[src/rtl/instr_encoder.sv]
// RV32 instruction encoder with a small output FIFO and issue/error counters.
// Optional immediate/format range checking is enabled by ENC_RANGE_CHECK_EN.
module instr_encoder #(
    parameter int DEPTH = 2
) (
    input  logic        clk,
    input  logic        reset,
    input  logic        in_valid,
    output logic        in_ready,
    input  logic [2:0]  in_fmt,
    input  logic [4:0]  in_rd,
    input  logic [4:0]  in_rs1,
    input  logic [4:0]  in_rs2,
    input  logic [2:0]  in_funct3,
    input  logic [6:0]  in_funct7,
    input  logic [31:0] in_imm,
    output logic        out_valid,
    input  logic        out_ready,
    output logic [31:0] out_instr,
    output logic        out_err,
    output logic [15:0] cnt_issued,
    output logic [15:0] cnt_err
);

    localparam int AW = $clog2(DEPTH);
    localparam logic [AW:0] FULL = (AW+1)'(DEPTH);

    localparam logic [6:0] OP_IMM    = 7'b0010011;
    localparam logic [6:0] OP_LOAD   = 7'b0000011;
    localparam logic [6:0] OP_STORE  = 7'b0100011;
    localparam logic [6:0] OP_BRANCH = 7'b1100011;
    localparam logic [6:0] OP_LUI    = 7'b0110111;
    localparam logic [6:0] OP_JAL    = 7'b1101111;
    localparam logic [31:0] NOP      = 32'h0000_0013;

    logic [31:0] enc_instr;
    logic        enc_err;

    logic [32:0]   mem_q [DEPTH];
    logic [AW-1:0] wr_ptr_q, wr_ptr_d;
    logic [AW-1:0] rd_ptr_q, rd_ptr_d;
    logic [AW:0]   cnt_q, cnt_d;
    logic          rdy_q, rdy_d;
    logic [15:0]   iss_q, iss_d;
    logic [15:0]   errc_q, errc_d;
    logic [32:0]   wdata_d;
    logic [32:0]   head;
    logic          push, pop;

    always_comb begin
        enc_instr = NOP;
        unique case (in_fmt)
            3'd0: enc_instr = {in_imm[11:0], in_rs1, in_funct3, in_rd, OP_IMM};
            3'd1: enc_instr = {in_funct7, in_imm[4:0], in_rs1, in_funct3,
                               in_rd, OP_IMM};
            3'd2: enc_instr = {in_imm[11:0], in_rs1, in_funct3, in_rd, OP_LOAD};
            3'd3: enc_instr = {in_imm[11:5], in_rs2, in_rs1, in_funct3,
                               in_imm[4:0], OP_STORE};
            3'd4: enc_instr = {in_imm[11:5], in_rs2, in_rs1, in_funct3,
                               in_imm[4:0], OP_BRANCH};
            3'd5: enc_instr = {in_imm[31:12], in_rd, OP_LUI};
            3'd6: enc_instr = {in_imm[20], in_imm[10:1], in_imm[11],
                               in_imm[19:12], in_rd, OP_JAL};
            default: enc_instr = NOP;
        endcase
    end

`ifdef ENC_RANGE_CHECK_EN
    logic sx11, sx20;

    always_comb begin
        sx11 = (&in_imm[31:11]) | ~(|in_imm[31:11]);
        sx20 = (&in_imm[31:20]) | ~(|in_imm[31:20]);
        enc_err = 1'b0;
        unique case (in_fmt)
            3'd0, 3'd2, 3'd3, 3'd4: enc_err = ~sx11;
            3'd1: enc_err = (|in_imm[31:5])
                          | ~((in_funct3 == 3'd1) | (in_funct3 == 3'd5))
                          | ~((in_funct7 == 7'h00) | (in_funct7 == 7'h20));
            3'd5: enc_err = |in_imm[11:0];
            3'd6: enc_err = in_imm[0] | ~sx20;
            default: enc_err = 1'b1;
        endcase
    end
`else
    assign enc_err = 1'b0;
`endif

    assign in_ready  = rdy_q && (cnt_q < FULL);
    assign out_valid = (cnt_q != '0);
    assign head      = mem_q[rd_ptr_q];
    assign out_instr = out_valid ? head[31:0] : '0;
    assign out_err   = out_valid & head[32];
    assign cnt_issued = iss_q;
    assign cnt_err    = errc_q;

    always_comb begin
        push = in_valid && in_ready;
        pop  = out_valid && out_ready;
        wdata_d  = {enc_err, enc_instr};
        wr_ptr_d = push ? wr_ptr_q + 1'b1 : wr_ptr_q;
        rd_ptr_d = pop ? rd_ptr_q + 1'b1 : rd_ptr_q;
        cnt_d = cnt_q;
        unique case ({push, pop})
            2'b10:   cnt_d = cnt_q + 1'b1;
            2'b01:   cnt_d = cnt_q - 1'b1;
            default: cnt_d = cnt_q;
        endcase
        iss_d  = (pop && iss_q != 16'hFFFF) ? iss_q + 16'd1 : iss_q;
        errc_d = (pop && head[32] && errc_q != 16'hFFFF) ? errc_q + 16'd1
                                                        : errc_q;
        // in_ready stays low through reset and rises on the first clock after
        rdy_d = 1'b1;
    end

    always_ff @(posedge clk or negedge reset) begin
        if (!reset) begin
            for (int i = 0; i < DEPTH; i++) mem_q[i] <= '0;
            wr_ptr_q <= '0;
            rd_ptr_q <= '0;
            cnt_q    <= '0;
            rdy_q    <= 1'b0;
            iss_q    <= '0;
            errc_q   <= '0;
        end else begin
            if (push) mem_q[wr_ptr_q] <= wdata_d;
            wr_ptr_q <= wr_ptr_d;
            rd_ptr_q <= rd_ptr_d;
            cnt_q    <= cnt_d;
            rdy_q    <= rdy_d;
            iss_q    <= iss_d;
            errc_q   <= errc_d;
        end
    end

endmodule

[config.mk]
export PLATFORM = sky130hd
export DESIGN_NAME = instr_encoder
export DESIGN_NICKNAME = d
export VERILOG_FILES = /design/src/rtl/instr_encoder.sv
export SDC_FILE = /design/constraint.sdc
export NUM_CORES = 1
export LEC_CHECK = 0
export CAP_MARGIN = 20
export CELL_PAD_IN_SITES_DETAIL_PLACEMENT = 1
export CELL_PAD_IN_SITES_GLOBAL_PLACEMENT = 1
export CORE_UTILIZATION = 32
export CTS_CLUSTER_SIZE = 8
export DETAILED_ROUTE_END_ITERATION = 7
export PLACE_DENSITY_LB_ADDON = 0.1
export SETUP_SLACK_MARGIN = 0.2
export SLEW_MARGIN = 20
export SYNTH_ARGS = -nofsm -noshare
export SYNTH_HDL_FRONTEND = slang
export SYNTH_SLANG_ARGS = --single-unit
[constraint.sdc]
create_clock -name clk -period 1.6 [get_ports clk]
set_input_delay 0.24 -clock clk [delete_from_list [all_inputs] [get_ports clk]]
set_output_delay 0.24 -clock clk [all_outputs]
set_load 0.005 [all_outputs]
* Word level (Yosys, flattened, before mapping)
Index checks and enable logic that the tools add are counted.
** Storage, ports and cells
- Register bits after elaboration :: 103
- Output and inout port bits :: 67
** Operators by class
- $add $sub $neg :: 6
- Magnitude comparators :: 4
- Eq/ne operators :: 10
- Muxes and demuxes :: 9
- Bitwise gates (word level) :: 3
- Reductions and logical operators :: 10
** Operators with widths (count)
- one-hot mux 32 bit (7 select lines) :: 1
- two-way mux 33 bit :: 4
- bitwise mux 66 bit :: 1
- demux 33 bit (select 1 bit) :: 1
- adder 16 x 1 -> 16 bit, second input constant :: 2
- two-way mux 32 bit :: 1
- != test 16 bit, second input constant :: 2
- equality test 3 bit, second input constant :: 3
- logical AND 1 bit :: 7
- equality test 3 x 2 -> 1 bit, second input constant :: 2
- greater-or-equal comparator 2 bit, second input constant :: 2
- NOT 1 -> 2 bit :: 2
- one-hot mux 2 bit (2 select lines) :: 1
- nonzero test 2 bit :: 2
- equality test 3 x 1 -> 1 bit, second input constant :: 1
- logical NOT 3 bit :: 1
- adder 1 bit, second input constant :: 2
- adder 2 x 1 -> 2 bit, second input constant :: 1
- equality test 2 x 1 -> 1 bit, second input constant :: 1
- equality test 2 bit, second input constant :: 1
- < comparator 2 x 1 -> 1 bit, second input constant :: 1
- < comparator 2 bit, second input constant :: 1
- subtractor 2 x 1 -> 2 bit, second input constant :: 1
- bitwise AND 1 bit :: 1

* Longest topological paths before layout
- Depth in word-level cells :: 6
- Depth in mapped cells :: 6
- Mapped depth without buffers :: 6

* Worst setup path before layout
No wires, ideal clock.
- Kind :: register to register
- From :: reg iss_q[0] (netlist: cnt_issued[0])
- To :: reg iss_q[1] (netlist: cnt_issued[1])
- Setup time :: 125 ps
- Arrival :: 1595 ps
- Data required time :: 1475 ps
- Setup slack :: -120 ps
- Cell stages (with the launch flop) :: 6
- Clock period less this slack :: 1720 ps
- Cell sequence :: dfrtp_1 -> ha_1 -> nand4_4 -> nor4_4 -> nor2_2 -> mux2_4
** Between the ends
- Cells in the longest elaborated chain, start to end :: 2
** RTL lines
- from (decl) :: line 44 : logic [15:0] iss_q, iss_d;
- from (signal assigned) :: line 131 : iss_q <= iss_d;
- parallel branches: the longest is 2 deep, another holds adder 16 x 1 -> 16 bit
Several ways; the timed one is not identified.
A chain may end at the register's enable or synchronous reset.

* Final worst setup path
- From :: reg rd_ptr_q
- To :: out out_instr[31]
** Between the ends
- Cells in the longest elaborated chain, start to end :: 5
** RTL lines
- from (decl) :: line 41 : logic [AW-1:0] rd_ptr_q, rd_ptr_d;
- from (signal assigned) :: line 128 : rd_ptr_q <= rd_ptr_d;
- NOT 1 -> 2 bit (implied by the code) :: line 91 : assign head = mem_q[rd_ptr_q];
- two-way mux 33 bit (implied by the code) (3 in series) :: line 91
- two-way mux 32 bit :: line 92 : assign out_instr = out_valid ? head[31:0] : '0;
- to (decl) :: line 19 : output logic [31:0] out_instr,
No other way between the ends. The select of a mux whose other input is x is not followed.

==> flow_metrics.env <==
export IMPL_run_status="finished with violations"
export IMPL_violated_checks="setup timing"
export IMPL_final_number_of_setup_violating_endpoints=92
export IMPL_clk_root_buffer_cell="sky130_fd_sc_hd__clkbuf_16"
export IMPL_clk_transition_reported_paths_ns=0.06
export IMPL_pre_cts_slack_ns=-0.638
export IMPL_worst_slew_pin_transition_ns=0.663
export IMPL_power_frac_clock_pct=15.9
export IMPL_detail_route_drc_violations=0
export IMPL_drt_iter0_drc=296
export IMPL_critical_path_slowest_cell="sky130_fd_sc_hd__dfrtp_2"
export IMPL_switching_fraction_of_total_power_pct=38.3
export IMPL_wire_per_inst_um=22.2
export IMPL_final_hold_violation_count=0
export IMPL_pwr_share_comb_pct=55.2
export IMPL_numPlacedInstances=807
export IMPL_total_routed_wirelength_um=20200
export IMPL_gr_usage_all_layers_pct=25.9
export IMPL_finalClockSkew_ns=0.00900
export IMPL_global_route_wire_length_before_repair_um=28300
export IMPL_timing_hold_worst_class="in2async"
export IMPL_buffer_ports_inserted=113
export IMPL_post_synth_main_area_contributors="sky130_fd_sc_hd__dfrtp_1 46%, sky130_fd_sc_hd__mux2i_1 7.9%, sky130_fd_sc_hd__o21ai_0 6.5%"
export IMPL_arrival_ns=1.62
export IMPL_initial_core_util_pct=32.8
export IMPL_timing_final_max_slew_violations=0
export IMPL_num_nets_final=792
export IMPL_filler_cell_count=1465
export IMPL_shortest_period_the_worst_path_allows_ns=1.86
export IMPL_synthesis_instances=491
export IMPL_ir_drop_worst_case_vdd_mv=0.699
export IMPL_ant_diodes=0
export IMPL_clk_insertion_delay_late_ns=0.36
export IMPL_cp_cell_sequence="buf_12 > buf_8 > buf_6 > mux2i_1 > nor2_1 > buf_2"
export IMPL_critical_path_reg2reg_startpoint="cnt_q[1]$_DFFE_PN0P_"
export IMPL_cts_htree_levels=3
export IMPL_yosys_register_bits=83
export IMPL_design_die_area_mm2=0.0146
export IMPL_critical_path_startpoint="rd_ptr_q$_DFFE_PN0P_"
export IMPL_synthDominantCellAreaShare_pct=45.8
export IMPL_synth_edff_count=0
export IMPL_mostFrequentLayoutCells="81 x sky130_fd_sc_hd__dfrtp_1, 60 x sky130_fd_sc_hd__buf_4, 59 x sky130_fd_sc_hd__clkdlybuf4s50_1, 46 x sky130_fd_sc_hd__buf_6, 45 x sky130_fd_sc_hd__nand2_4"
export IMPL_placed_area_mm2=0.00623
export IMPL_f_max_mhz=538
export IMPL_largest_net_degree_at_the_start_of_global_routing=30
export IMPL_total_power_mw=13.4
export IMPL_placement_rows=43
export IMPL_layout_cells_most_common="sky130_fd_sc_hd__dfrtp_1"
export IMPL_post_drt_via_cell_ratio=5.29
export IMPL_core_region_area_mm2=0.0138
export IMPL_crit_family="buffers and inverters"
export IMPL_critPathMaxStageDelay_ns=0.42
export IMPL_number_of_antenna_violations_at_the_first_check_in_global_routing=0
export IMPL_yosys_area_top_type="sky130_fd_sc_hd__dfrtp_1"
export IMPL_holdWs_ns=0.356
export IMPL_crit_path_start_kind="flop"
export IMPL_die_x_um=121
export IMPL_seq_power_share_pct=28.9
export IMPL_design_portCount=131
export IMPL_grt_setup_unrepaired="yes"
export IMPL_ys_flop_type="sky130_fd_sc_hd__dfrtp_1"
export IMPL_cts_made_buffers=9
export IMPL_synthesis_yosys_warnings=0
export IMPL_synthesis_area_mm2=0.00453
export IMPL_dr_total_vias=4819
export IMPL_cp_required_ns=1.36
export IMPL_synth_sequential_area_ratio_pct=45.8
export IMPL_totalNegativeSetupSlack_ns=-8.64
export IMPL_design_area_mm2=0.00848
export IMPL_vias_in_the_first_global_route=5099
export IMPL_timing_slew_headroom_pct=55.8
export IMPL_critPathBufInv=4
export IMPL_drive_gt1_share_pct=48.7
export IMPL_cts_tree="yes"
export IMPL_timing_max_cap_violations=0
export IMPL_yosys_cell_types_count=45
export IMPL_first_pass_iters=5
export IMPL_clock_sinks=83
export IMPL_overall_overflow_remaining_after_global_route=0
export IMPL_timing_critical_path_to_type="output pin"
export IMPL_critical_path_class="reg2out"
export IMPL_final_period_utilization_pct=116
export IMPL_globalplace_congestion=0.767
export IMPL_dpl_hpwl_um=9740
export IMPL_p_switching_mw=5.14
export IMPL_leakage_component_of_the_power_nw=3.96
export IMPL_async_flop_share_pct=100
export IMPL_layout_core_utilization_pct=61.4
export IMPL_worstPathMaxFanout=7
export IMPL_antenna_left=0
export IMPL_die_y_um=121
export IMPL_area_growth_pct=87.1
export IMPL_p_int_mw=8.30
export IMPL_avgSynthCellArea_um2=9.23
export IMPL_power_density_mw_per_mm2=1580
export IMPL_finalNonFillerCells=911
export IMPL_clock_path_buffers=2
export IMPL_worst_slack_ns=-0.257
==> power groups by stage <==
stage / Combinational (mW) / Sequential [mW] / Clock (mW)
3_3_place_gp: 4.53 / 3.43 / 0
2_1_floorplan: 2.29 / 3.40 / 0
3_5_place_dp: 4.67 / 3.49 / 0
5_1_grt: 7.85 / 3.95 / 2.23
4_1_cts: 6.33 / 3.60 / 2.10
6_report: 7.43 / 3.88 / 2.13
==> per-layer routing <==
metal	GRT usage (%)	vias to the layer above	routed length (µm)	share of wire (%)
li1	-	2184	-	-
met1	30.7	2468	8270	41
met2	46.1	134	10700	53
met3	4.75	33	806	4.0
met4	10.2	0	427	2.1
met5	0	-	0	0
==> worst paths after layout <==
| path | to | slack, ns | cells past startpoint |
|---|---|---|---|
| worst max-delay path | out_instr[31] | -0.26 | 6 |
| worst min-delay path | cnt_issued[15]$_DFFE_PN0P_ | 0.36 | 2 |
| worst max register to register | mem_q[18]$_DFFE_PN0P_ | -0.11 | 9 |
| worst min register to register | mem_q[1]$_DFFE_PN0P_ | 0.49 | 1 |
| max in group asynchronous | rd_ptr_q$_DFFE_PN0P_ | 0.71 | 3 |
| min in group clk | mem_q[1]$_DFFE_PN0P_ | 0.49 | 1 |
==> cells in the mapped netlist, types with 3 or more instances <==
cell type and count:
sky130_fd_sc_hd__a211oi_1 9, sky130_fd_sc_hd__a21oi_1 16, sky130_fd_sc_hd__a222oi_1 7, sky130_fd_sc_hd__a22o_1 10
sky130_fd_sc_hd__a22oi_1 8, sky130_fd_sc_hd__buf_2 13, sky130_fd_sc_hd__buf_4 18, sky130_fd_sc_hd__clkbuf_1 18
sky130_fd_sc_hd__dfrtp_1 83, sky130_fd_sc_hd__inv_1 4, sky130_fd_sc_hd__mux2_2 5, sky130_fd_sc_hd__mux2i_1 36
sky130_fd_sc_hd__nand2_1 74, sky130_fd_sc_hd__nand2b_1 10, sky130_fd_sc_hd__nand3_1 18, sky130_fd_sc_hd__nand3b_1 6
sky130_fd_sc_hd__nand4_1 4, sky130_fd_sc_hd__nor2_1 41, sky130_fd_sc_hd__nor2b_1 4, sky130_fd_sc_hd__nor3_1 3
sky130_fd_sc_hd__nor3_2 3, sky130_fd_sc_hd__o21ai_0 59, sky130_fd_sc_hd__xnor2_1 8, sky130_fd_sc_hd__xor2_1 7
==> worst register-to-register path: stages, from the launching register on <==
cell,delay [ns]
sky130_fd_sc_hd__dfrtp_1,0.43
sky130_fd_sc_hd__buf_6,0.16
sky130_fd_sc_hd__buf_6,0.11
sky130_fd_sc_hd__nor2b_4,0.13
sky130_fd_sc_hd__buf_6,0.11
sky130_fd_sc_hd__nand3_4,0.14
sky130_fd_sc_hd__buf_12,0.21
sky130_fd_sc_hd__buf_16,0.16
sky130_fd_sc_hd__nand2_4,0.07
sky130_fd_sc_hd__o21ai_2,0.07
==> area by class of cell <==
| type | instances | area, µm² | share of cell area [%] |
|---|---|---|---|
| multi-input cells | 369 | 3040 | 35.8 |
| repair buffers | 258 | 2820 | 33.2 |
| flip-flops and latches | 83 | 2080 | 24.5 |
| clock buffers | 15 | 288 | 3.39 |
| well taps | 180 | 225 | 2.65 |
| inverters | 5 | 28.8 | 0.339 |
| clock inverters | 1 | 5.00 | 0.0590 |
==> cell families after synthesis <==
kind of cell             share of synthesized area, %
AO/OA/AOI/OAI                                    16.0
XOR/XNOR                                         2.90
adder cells (fa/ha/maj)                         0.552
buffers and inverters                            6.40
flip-flops                                       45.8
multiplexers                                     10.0
other                                           0.166
AND/OR/NAND/NOR                                  18.2
==> state kept, by name, summed over array words and instances (netlist names) <==
signal      flops
wr_ptr_q        1
cnt_issued     16
mem_q          62
rd_ptr_q        1
rdy_q           1
cnt_q           2
==> what timing repair did <==
action,in CTS,in global routing
hold buffers,1,0
pin swaps,56,54
resized for setup,355,122
endpoints found under the setup margin,129,125
hold endpoints to repair,27,0
gates cloned,17,3
setup buffers,51,16
Note: power is estimated with default switching activity, not from simulation.
